<file path="config.mk">
export PLATFORM = sky130hd
export DESIGN_NAME = ogfx_lt24_refresh
export DESIGN_NICKNAME = d
export VERILOG_FILES = /design/src/rtl/ogfx_lt24_refresh.sv
export SDC_FILE = /design/constraint.sdc
export NUM_CORES = 1
export LEC_CHECK = 0
export CAP_MARGIN = 20
export CORE_ASPECT_RATIO = 1.25
export CORE_UTILIZATION = 59
export CTS_CLUSTER_DIAMETER = 150
export DETAILED_ROUTE_END_ITERATION = 6
export HOLD_SLACK_MARGIN = 0.08
export PLACE_DENSITY = 0.95
export RECOVER_POWER = 100
export SETUP_SLACK_MARGIN = 0.5
export SLEW_MARGIN = 15
export SYNTH_ARGS = -nofsm -noshare
export SYNTH_HDL_FRONTEND = slang
export SYNTH_SLANG_ARGS = --single-unit
</file>
<file path="constraint.sdc">
create_clock -name mclk -period 4.3 [get_ports mclk]
set_clock_uncertainty 0.05 [all_clocks]
set_input_delay 0.645 -clock mclk [delete_from_list [all_inputs] [get_ports mclk]]
set_output_delay 0.645 -clock mclk [all_outputs]
set_load 0.02 [all_outputs]
</file>
<file path="src/rtl/ogfx_lt24_refresh.sv">
// LT24 refresh engine: fetches pixels from the backend and writes them over a 16-bit 8080 bus.
// Build option OGFX_LT24_CMD_EN prefixes every frame with the 0x002C memory-write command.
module ogfx_lt24_refresh #(
    parameter int SPIX_W = 17
) (
    input  logic              mclk,
    input  logic              puc_rst_n,
    input  logic [SPIX_W-1:0] display_size_i,
    input  logic [2:0]        cfg_wr_div_i,
    input  logic              refresh_start_i,
    input  logic              refresh_abort_i,
    input  logic [15:0]       refresh_data_i,
    input  logic              refresh_data_ready_i,
    output logic              refresh_data_request_o,
    output logic              refresh_active_o,
    output logic              frame_done_o,
    output logic              lt24_cs_n_o,
    output logic              lt24_rs_o,
    output logic              lt24_wr_n_o,
    output logic [15:0]       lt24_d_o,
    output logic              lt24_d_en_o
);
    typedef enum logic [2:0] {IDLE, CMD_LO, CMD_HI, WAIT, DAT_LO, DAT_HI, DONE} state_t;

    state_t            state, n_state;
    logic [SPIX_W-1:0] req_cnt, n_req_cnt, wr_cnt, n_wr_cnt;
    logic [2:0]        ph_cnt, n_ph_cnt;
    logic [15:0]       buf_data, n_buf_data, d, n_d;
    logic              buf_full, n_buf_full, pending, n_pending;
    logic              active, n_active, done, n_done;
    logic              cs_n, n_cs_n, rs, n_rs, wr_n, n_wr_n, d_en, n_d_en;
    logic              request, rdy_ok, avail, phase_end, xfer;
    logic [15:0]       avail_data;

    assign request    = active && !buf_full && !pending && (req_cnt != '0);
    assign rdy_ok     = refresh_data_ready_i && active && !buf_full;
    // A word arriving while the strobe FSM is ready to send bypasses the buffer.
    assign avail      = buf_full || rdy_ok;
    assign avail_data = buf_full ? buf_data : refresh_data_i;
    assign phase_end  = (ph_cnt == cfg_wr_div_i);

    always_comb begin
        n_state    = state;
        n_req_cnt  = req_cnt;
        n_wr_cnt   = wr_cnt;
        n_ph_cnt   = ph_cnt;
        n_buf_data = buf_data;
        n_buf_full = buf_full;
        n_pending  = pending;
        n_active   = active;
        n_done     = 1'b0;
        n_cs_n     = cs_n;
        n_rs       = rs;
        n_wr_n     = wr_n;
        n_d        = d;
        n_d_en     = d_en;
        xfer       = 1'b0;

        if (request) begin
            n_req_cnt = req_cnt - SPIX_W'(1);
            n_pending = 1'b1;
        end
        if (refresh_data_ready_i) n_pending = 1'b0;
        if (rdy_ok) begin
            n_buf_full = 1'b1;
            n_buf_data = refresh_data_i;
        end

        case (state)
            IDLE: begin
                if (refresh_start_i && display_size_i != '0) begin
                    n_req_cnt = display_size_i;
                    n_wr_cnt  = display_size_i;
                    n_active  = 1'b1;
                    n_cs_n    = 1'b0;
                    n_d_en    = 1'b1;
                    n_ph_cnt  = '0;
`ifdef OGFX_LT24_CMD_EN
                    n_state   = CMD_LO;
                    n_wr_n    = 1'b0;
                    n_rs      = 1'b0;
                    n_d       = 16'h002C;
`else
                    n_state   = WAIT;
`endif
                end
            end
`ifdef OGFX_LT24_CMD_EN
            CMD_LO: begin
                if (phase_end) begin
                    n_state  = CMD_HI;
                    n_wr_n   = 1'b1;
                    n_ph_cnt = '0;
                end else n_ph_cnt = ph_cnt + 3'd1;
            end
            CMD_HI: begin
                if (phase_end) begin
                    n_ph_cnt = '0;
                    if (avail) xfer = 1'b1;
                    else       n_state = WAIT;
                end else n_ph_cnt = ph_cnt + 3'd1;
            end
`endif
            WAIT: if (avail) xfer = 1'b1;
            DAT_LO: begin
                if (phase_end) begin
                    n_state  = DAT_HI;
                    n_wr_n   = 1'b1;
                    n_ph_cnt = '0;
                end else n_ph_cnt = ph_cnt + 3'd1;
            end
            DAT_HI: begin
                if (phase_end) begin
                    n_ph_cnt = '0;
                    n_wr_cnt = (wr_cnt != '0) ? wr_cnt - SPIX_W'(1) : '0;
                    if (wr_cnt <= SPIX_W'(1)) begin
                        n_state  = DONE;
                        n_done   = 1'b1;
                        n_cs_n   = 1'b1;
                        n_d_en   = 1'b0;
                        n_active = 1'b0;
                    end else if (avail) xfer = 1'b1;
                    else n_state = WAIT;
                end else n_ph_cnt = ph_cnt + 3'd1;
            end
            DONE:    n_state = IDLE;
            default: n_state = IDLE;
        endcase

        if (xfer) begin
            n_state    = DAT_LO;
            n_wr_n     = 1'b0;
            n_rs       = 1'b1;
            n_d        = avail_data;
            n_buf_full = 1'b0;
            n_ph_cnt   = '0;
        end

        if (refresh_abort_i) begin
            n_state    = IDLE;
            n_req_cnt  = '0;
            n_wr_cnt   = '0;
            n_ph_cnt   = '0;
            n_buf_data = '0;
            n_buf_full = 1'b0;
            n_pending  = 1'b0;
            n_active   = 1'b0;
            n_done     = 1'b0;
            n_cs_n     = 1'b1;
            n_rs       = 1'b1;
            n_wr_n     = 1'b1;
            n_d        = '0;
            n_d_en     = 1'b0;
        end
    end

    always_ff @(posedge mclk or negedge puc_rst_n) begin
        if (!puc_rst_n) begin
            state    <= IDLE;
            req_cnt  <= '0;
            wr_cnt   <= '0;
            ph_cnt   <= '0;
            buf_data <= '0;
            buf_full <= 1'b0;
            pending  <= 1'b0;
            active   <= 1'b0;
            done     <= 1'b0;
            cs_n     <= 1'b1;
            rs       <= 1'b1;
            wr_n     <= 1'b1;
            d        <= '0;
            d_en     <= 1'b0;
        end else begin
            state    <= n_state;
            req_cnt  <= n_req_cnt;
            wr_cnt   <= n_wr_cnt;
            ph_cnt   <= n_ph_cnt;
            buf_data <= n_buf_data;
            buf_full <= n_buf_full;
            pending  <= n_pending;
            active   <= n_active;
            done     <= n_done;
            cs_n     <= n_cs_n;
            rs       <= n_rs;
            wr_n     <= n_wr_n;
            d        <= n_d;
            d_en     <= n_d_en;
        end
    end

    assign refresh_data_request_o = request;
    assign refresh_active_o       = active;
    assign frame_done_o           = done;
    assign lt24_cs_n_o            = cs_n;
    assign lt24_rs_o              = rs;
    assign lt24_wr_n_o            = wr_n;
    assign lt24_d_o               = d;
    assign lt24_d_en_o            = d_en;
endmodule
</file>
== Word-level counts from Yosys, hierarchy flattened ==
Cells that the tools add are included.

* Bits in registers: 79
* Latch bits: 0
* Bits in writable memories: 0
* Bits in read-only memories: 0
* Input bits: 41
* Output and inout port bits: 23
* Logic and storage cells: 113
* Memories kept: 0

* $add $sub $neg: 3
* Multipliers: 0
* Div/mod/pow operators: 0
* Order comparisons: 1
* Equality and inequality tests: 12
* Shift-type cells: 0
* Muxes and demuxes: 57
* Bitwise operators: 0
* Reduce and logical (&&, ||, !) cells: 27

{| class="wikitable"
|+ Operators with widths
! operator !! number
|-
| 17-bit two-way mux || 8
|-
| 16-bit two-way mux || 5
|-
| 17-bit nonzero test || 3
|-
| 17-bit one-hot mux with 2 select lines || 1
|-
| 17-bit by 1-bit subtractor with 17-bit output (second input constant) || 2
|-
| 3-bit two-way mux || 11
|-
| 1-bit two-way mux || 27
|-
| 17-bit by 1-bit <= comparator with 1-bit output (second input constant) || 1
|-
| 3-bit nonzero test || 5
|-
| 3-bit inequality test (second input constant) || 4
|-
| 4-bit inequality test (second input constant) || 3
|-
| 3-bit one-hot mux with 4 select lines || 1
|-
| 3-bit equality test (second input constant) || 2
|-
| 1-bit logical AND || 6
|-
| 1-bit one-hot mux with 2 select lines || 3
|-
| 3-bit one-hot mux with 2 select lines || 1
|-
| 5-bit inequality test (second input constant) || 1
|-
| 5-bit AND reduction || 1
|-
| 2-bit AND reduction || 2
|-
| 4-bit AND reduction || 1
|-
| 2-bit nonzero test || 2
|-
| 4-bit nonzero test || 1
|-
| 3-bit by 1-bit adder with 3-bit output (second input constant) || 1
|-
| 3-bit by 2-bit equality test with 1-bit output (second input constant) || 1
|-
| 6 further kinds || 7
|}

== Depth between registers and ports, before layout ==
* Word-level depth: 9
* Mapped depth: 8
* Mapped depth without buffers: 7

== Worst setup path before layout ==
Ideal clock, no wire load.

* Path type: flip-flop to output port
* Start point: register req_cnt[0]
* End point: output port refresh_data_request_o
* Arrival: 1.459 ns
* Data required time: 3.605 ns
* Setup slack: 2.146 ns
* Cell stages (with the launch flop): 6
* Path buffers: 0
* Cell sequence: dfrtp_1 > inv_1 > ha_1 > nor2b_1 > nand3_1 > o21a_1

* Cells in the longest elaborated chain, start to end: 2

{| class="wikitable"
|+ RTL lines
! element !! line !! source
|-
| start: declaration || 26 || <nowiki>logic [SPIX_W-1:0] req_cnt, n_req_cnt, wr_cnt, n_wr_cnt;</nowiki>
|-
| start signal: assignment || 175 || <nowiki>req_cnt <= n_req_cnt;</nowiki>
|-
| 17-bit nonzero test || 35 || <nowiki>assign request = active && !buf_full && !pending && (req_cnt != '0);</nowiki>
|-
| 1-bit logical AND || 35 ||
|-
| end: declaration || 14 || <nowiki>output logic refresh_data_request_o,</nowiki>
|}

Every way passes these cells.

== Final worst setup path ==
* Start point: input port display_size_i[11]
* End point: register req_cnt[5]

* Cells in the longest elaborated chain, start to end: 5

{| class="wikitable"
|+ RTL lines
! element !! line !! source
|-
| start: declaration || 8 || <nowiki>input logic [SPIX_W-1:0] display_size_i,</nowiki>
|-
| 17-bit nonzero test || 71 || <nowiki>if (refresh_start_i && display_size_i != '0) begin</nowiki>
|-
| 1-bit logical AND || 71 ||
|-
| 17-bit two-way mux || 71 ||
|-
| 17-bit two-way mux || 69 || <nowiki>case (state)</nowiki>
|-
| 17-bit two-way mux || 139 || <nowiki>if (refresh_abort_i) begin</nowiki>
|-
| via n_req_cnt[5] || 26 ||
|}

The timed path passes the listed nets, and every way through them passes these cells.
A chain may end at the register's enable or synchronous reset.

==> impl_metrics.py <==
metrics = {
    "critical_path": {
        "worst-path-max-fanout": 34,
        "cp.depth": 7,
        "timing.critical_path.max_delay_family": "buffers and inverters",
        "cpMaxStageDelayCell": "clkbuf_1",
        "crit_chain": "dlygate4sd3_1 -> nor4_1 -> nand4_1 -> o21ai_0 -> clkbuf_1 -> o21ai_0 -> a31oi_1",
        "cp.arrival_ps": 3850,
        "cp_data_required_time_ps": 4500,
        "cp_num_buf_inv": 2,
        "startpoint": "display_size_i[11]",
        "rr_startpoint": "wr_cnt[5]$_DFFE_PN0P_",
        "crit_type": "in2reg",
        "crit_path_max_incr_delay_ps": 980,
        "cpMostUsedCell": "o21ai_0",
        "worst_setup_path_end_kind": "flip-flop",
        "reg2reg_depth": 5,
        "start_kind": "primary input",
    },
    "synthesis": {
        "syn_area_sq_um": 4470,
        "ys_seq_area_share_pct": 43.7,
        "synth-warning-count": 0,
        "syn_nets": 506,
        "synth_edf_count": 0,
        "yosys.cell_types.count": 66,
        "avgSynthCellArea_sq_um": 9.72,
        "ys_async_sr_fraction_pct": 100,
        "synth_top_flop_cell": "dfrtp_1",
        "synth_seq_cells": 78,
        "netlist_instances": 460,
    },
    "die": {
        "rows": 35,
        "die_area_sq_um": 7930,
        "die_w_microns": 79.9,
        "coreArea_sq_um": 7360,
        "initial_core_util_pct": 60.8,
        "die_y_microns": 99.3,
        "io_pins": 64,
    },
    "place": {
        "place_ws_ps": 1110,
        "place.gp.congestion": 0.919,
        "portBuffers": 62,
        "dpl.hpwl_mm": 8.01,
    },
    "status": {
        "violations": "max-capacitance violations, max-slew violations",
        "status": "complete, but fails checks",
    },
    "cts": {
        "root_buffer": "clkbuf_8",
        "numCtsBuffers": 9,
        "cts_buffer_depth": 2,
        "h-tree-depth": 3,
        "cts_num_sinks": 78,
        "post_cts_buffers": 0,
        "cts_tree": "built",
        "post_cts_resized": 0,
        "cts_hold_buf": 0,
        "path_clk_slew_ps": 90,
        "clock_latency_ps": 360,
    },
    "grt": {
        "first_global_vias": 3888,
        "grt_max_degree": 79,
        "grt_pass1_wl_mm": 19.6,
        "grt_overflow_total": 0,
        "grt_usage_pct": 31.9,
        "antenna_found_initial": 0,
    },
    "power": {
        "peakVddDrop_uv": 261,
        "comb_power_share_pct": 34.8,
        "p_int_uw": 1560,
        "p_switching_uw": 1020,
        "powerDensity_nw_per_um2": 492,
        "power_frac_seq_pct": 40.4,
        "p_sw_share_pct": 39.7,
        "p_leak_uw": 0.00215,
        "clkPwrFrac_pct": 24.8,
    },
    "detailed_routing": {
        "ant_nets": 0,
        "dr_total_vias": 4053,
        "drt_drc_violations_left": 0,
        "vias_per_cell": 6.73,
        "routedWlPerCell_microns": 20.0,
        "firstDrtPassIters": 5,
        "totalWireLength_mm": 12.0,
        "dr.first_iter.drc_count": 412,
    },
    "job": {
        "drv_cap": 1,
    },
    "timing": {
        "slew_viol_final": 79,
        "hold_viol": 0,
        "final.setup.tns_ps": 0,
        "worst_pin_slew_ps": 1950,
        "rsz0062_at_grt": "no",
        "max_slew_margin_pct": -30.2,
        "layout_min_cycle_time_ps": 3650,
        "timing.final.ws_setup_ps": 646,
        "fin_crit_sh_pct": 85.0,
        "setup_violations": 0,
        "timing.fmax_ghz": 0.274,
    },
    "worst_hold_path": {
        "hold_class": "reg2reg",
        "worstHoldPathCells": 1,
        "min_from": "lt24_d_o[2]$_DFFE_PN0P_",
    },
    "finish": {
        "nets": 551,
        "area_delta_synth_final_pct": 17.1,
        "diodes": 0,
        "drive_above_1_share_pct": 7.84,
        "fin_util_pct": 71.2,
    },
}
-- power groups by stage --
stage	Sequential, uW	Combinational (uW)	Clock [uW]
after floorplan	987	702	0
after global placement	1040	837	0
after detailed placement	1050	872	0
after CTS	1030	894	638
after global routing	1060	974	670
final	1040	897	639
-- cells in the mapped netlist (3+ instances only) --
| master | number | area share [%] |
|---|---|---|
| dfrtp_1 | 76 | 43 |
| nand2_1 | 52 | 4.4 |
| a21oi_1 | 39 | 4.4 |
| o2bb2ai_1 | 25 | 4.9 |
| o21ai_0 | 22 | 2.5 |
| nor2_1 | 20 | 1.7 |
| mux2i_1 | 18 | 4.0 |
| clkbuf_1 | 14 | 1.2 |
| nor3_1 | 12 | 1.3 |
| o22ai_1 | 12 | 1.7 |
| nor4_1 | 10 | 1.4 |
| inv_1 | 9 | 0.76 |
| buf_2 | 8 | 0.90 |
| xnor2_1 | 8 | 1.6 |
| xor2_1 | 8 | 1.6 |
| a22o_1 | 6 | 1.2 |
| o31ai_1 | 6 | 1.0 |
| a32oi_1 | 5 | 0.98 |
| buf_4 | 5 | 0.84 |
| ha_1 | 5 | 1.4 |
| nand3_1 | 5 | 0.56 |
| o21a_1 | 5 | 0.84 |
| or3_1 | 5 | 0.70 |
| a211oi_1 | 4 | 0.67 |
| a22oi_1 | 4 | 0.67 |
| a31o_2 | 4 | 0.78 |
| buf_6 | 4 | 1.0 |
| nand2b_1 | 4 | 0.56 |
| nand4_1 | 4 | 0.56 |
| nor4_2 | 4 | 1.1 |
| o21ai_2 | 4 | 0.78 |
| a31oi_1 | 3 | 0.42 |
| and3_1 | 3 | 0.42 |
| nor2b_1 | 3 | 0.42 |
| or4_1 | 3 | 0.50 |
-- through the flow --
stage,hold WS [ps],std cells,total power [uW],area [sq um]
3_5_place_dp,423,586,1920,5040
5_1_grt,470,602,2700,5240
6_report,436,602,2580,5240
3_3_place_gp,421,586,1880,5040
4_1_cts,423,602,2570,5270
2_1_floorplan,299,460,1690,4470
-- sequential cells by signal, summed over array words and instances (netlist names) --
| name | cells |
|---|---|
| buf_data | 16 |
| buf_full | 1 |
| frame_done_o | 1 |
| lt24_cs_n_o | 1 |
| lt24_d_en_o | 1 |
| lt24_d_o | 16 |
| lt24_wr_n_o | 1 |
| pending | 1 |
| ph_cnt | 3 |
| req_cnt | 17 |
| state | 3 |
| wr_cnt | 17 |
-- routing by layer --
| metal | routed length, microns | vias to the layer above | track usage [%] |
|---|---|---|---|
| met5 | 0 | - | 0 |
| met4 | 276 | 0 | 11.5 |
| met3 | 768 | 35 | 5.50 |
| met2 | 6200 | 215 | 53.1 |
| met1 | 4780 | 1978 | 41.6 |
| li1 | - | 1825 | - |
-- cells by family (layout without fill, tap and decap cells) --
family          after synthesis  count (layout)  synth area share [%]
flops                        78              78                  43.7
mux                          19              19                  4.28
fa+ha+maj                     5               5                  1.40
simple gates                145             145                  18.2
xor+xnor                     16              16                  3.13
compound gates              155             155                  24.1
other cells                   1               1                0.0839
buf+inv                      41              91                  5.12
-- final timing paths --
path / end / slack (ps)
worst max-delay path: req_cnt[5]$_DFF_PN0_ / 650
worst min-delay path: lt24_d_o[2]$_DFFE_PN0P_ / 440
worst max register to register: lt24_wr_n_o$_DFFE_PN1P_ / 950
worst min register to register: lt24_d_o[2]$_DFFE_PN0P_ / 440
max in group asynchronous: wr_cnt[8]$_DFFE_PN0P_ / 2280
min in group asynchronous: lt24_d_o[7]$_DFFE_PN0P_ / 770
-- layout make-up --
cell class              count  area [sq um]
clock buffers               9           124
multi-input cells         341          2260
repair buffers             66           638
inverters                   9          33.8
well taps                  92           115
fillers                   527          2120
clock inverters             7           106
flip-flops and latches     78          1950
-- cell usage in the layout (no fill, tap or decap), types with 5 or more instances in the layout --
cell              n
dlygate4sd3_1    23
nand2_1          52
o21ai_0          26
o2bb2ai_1        26
mux2i_1          18
xor2_1            8
dfrtp_1          76
or3_1             5
xnor2_1           8
clkdlybuf4s50_1  38
nor3_1           12
nand3_1           5
a21oi_1          39
clkbuf_8          9
ha_1              5
nor4_1           11
nor2_1           20
inv_1             9
o22ai_1          12
a22o_1            6
o31ai_1           6
a32oi_1           5
o21a_1            5
(Power assumes the default switching activity.)
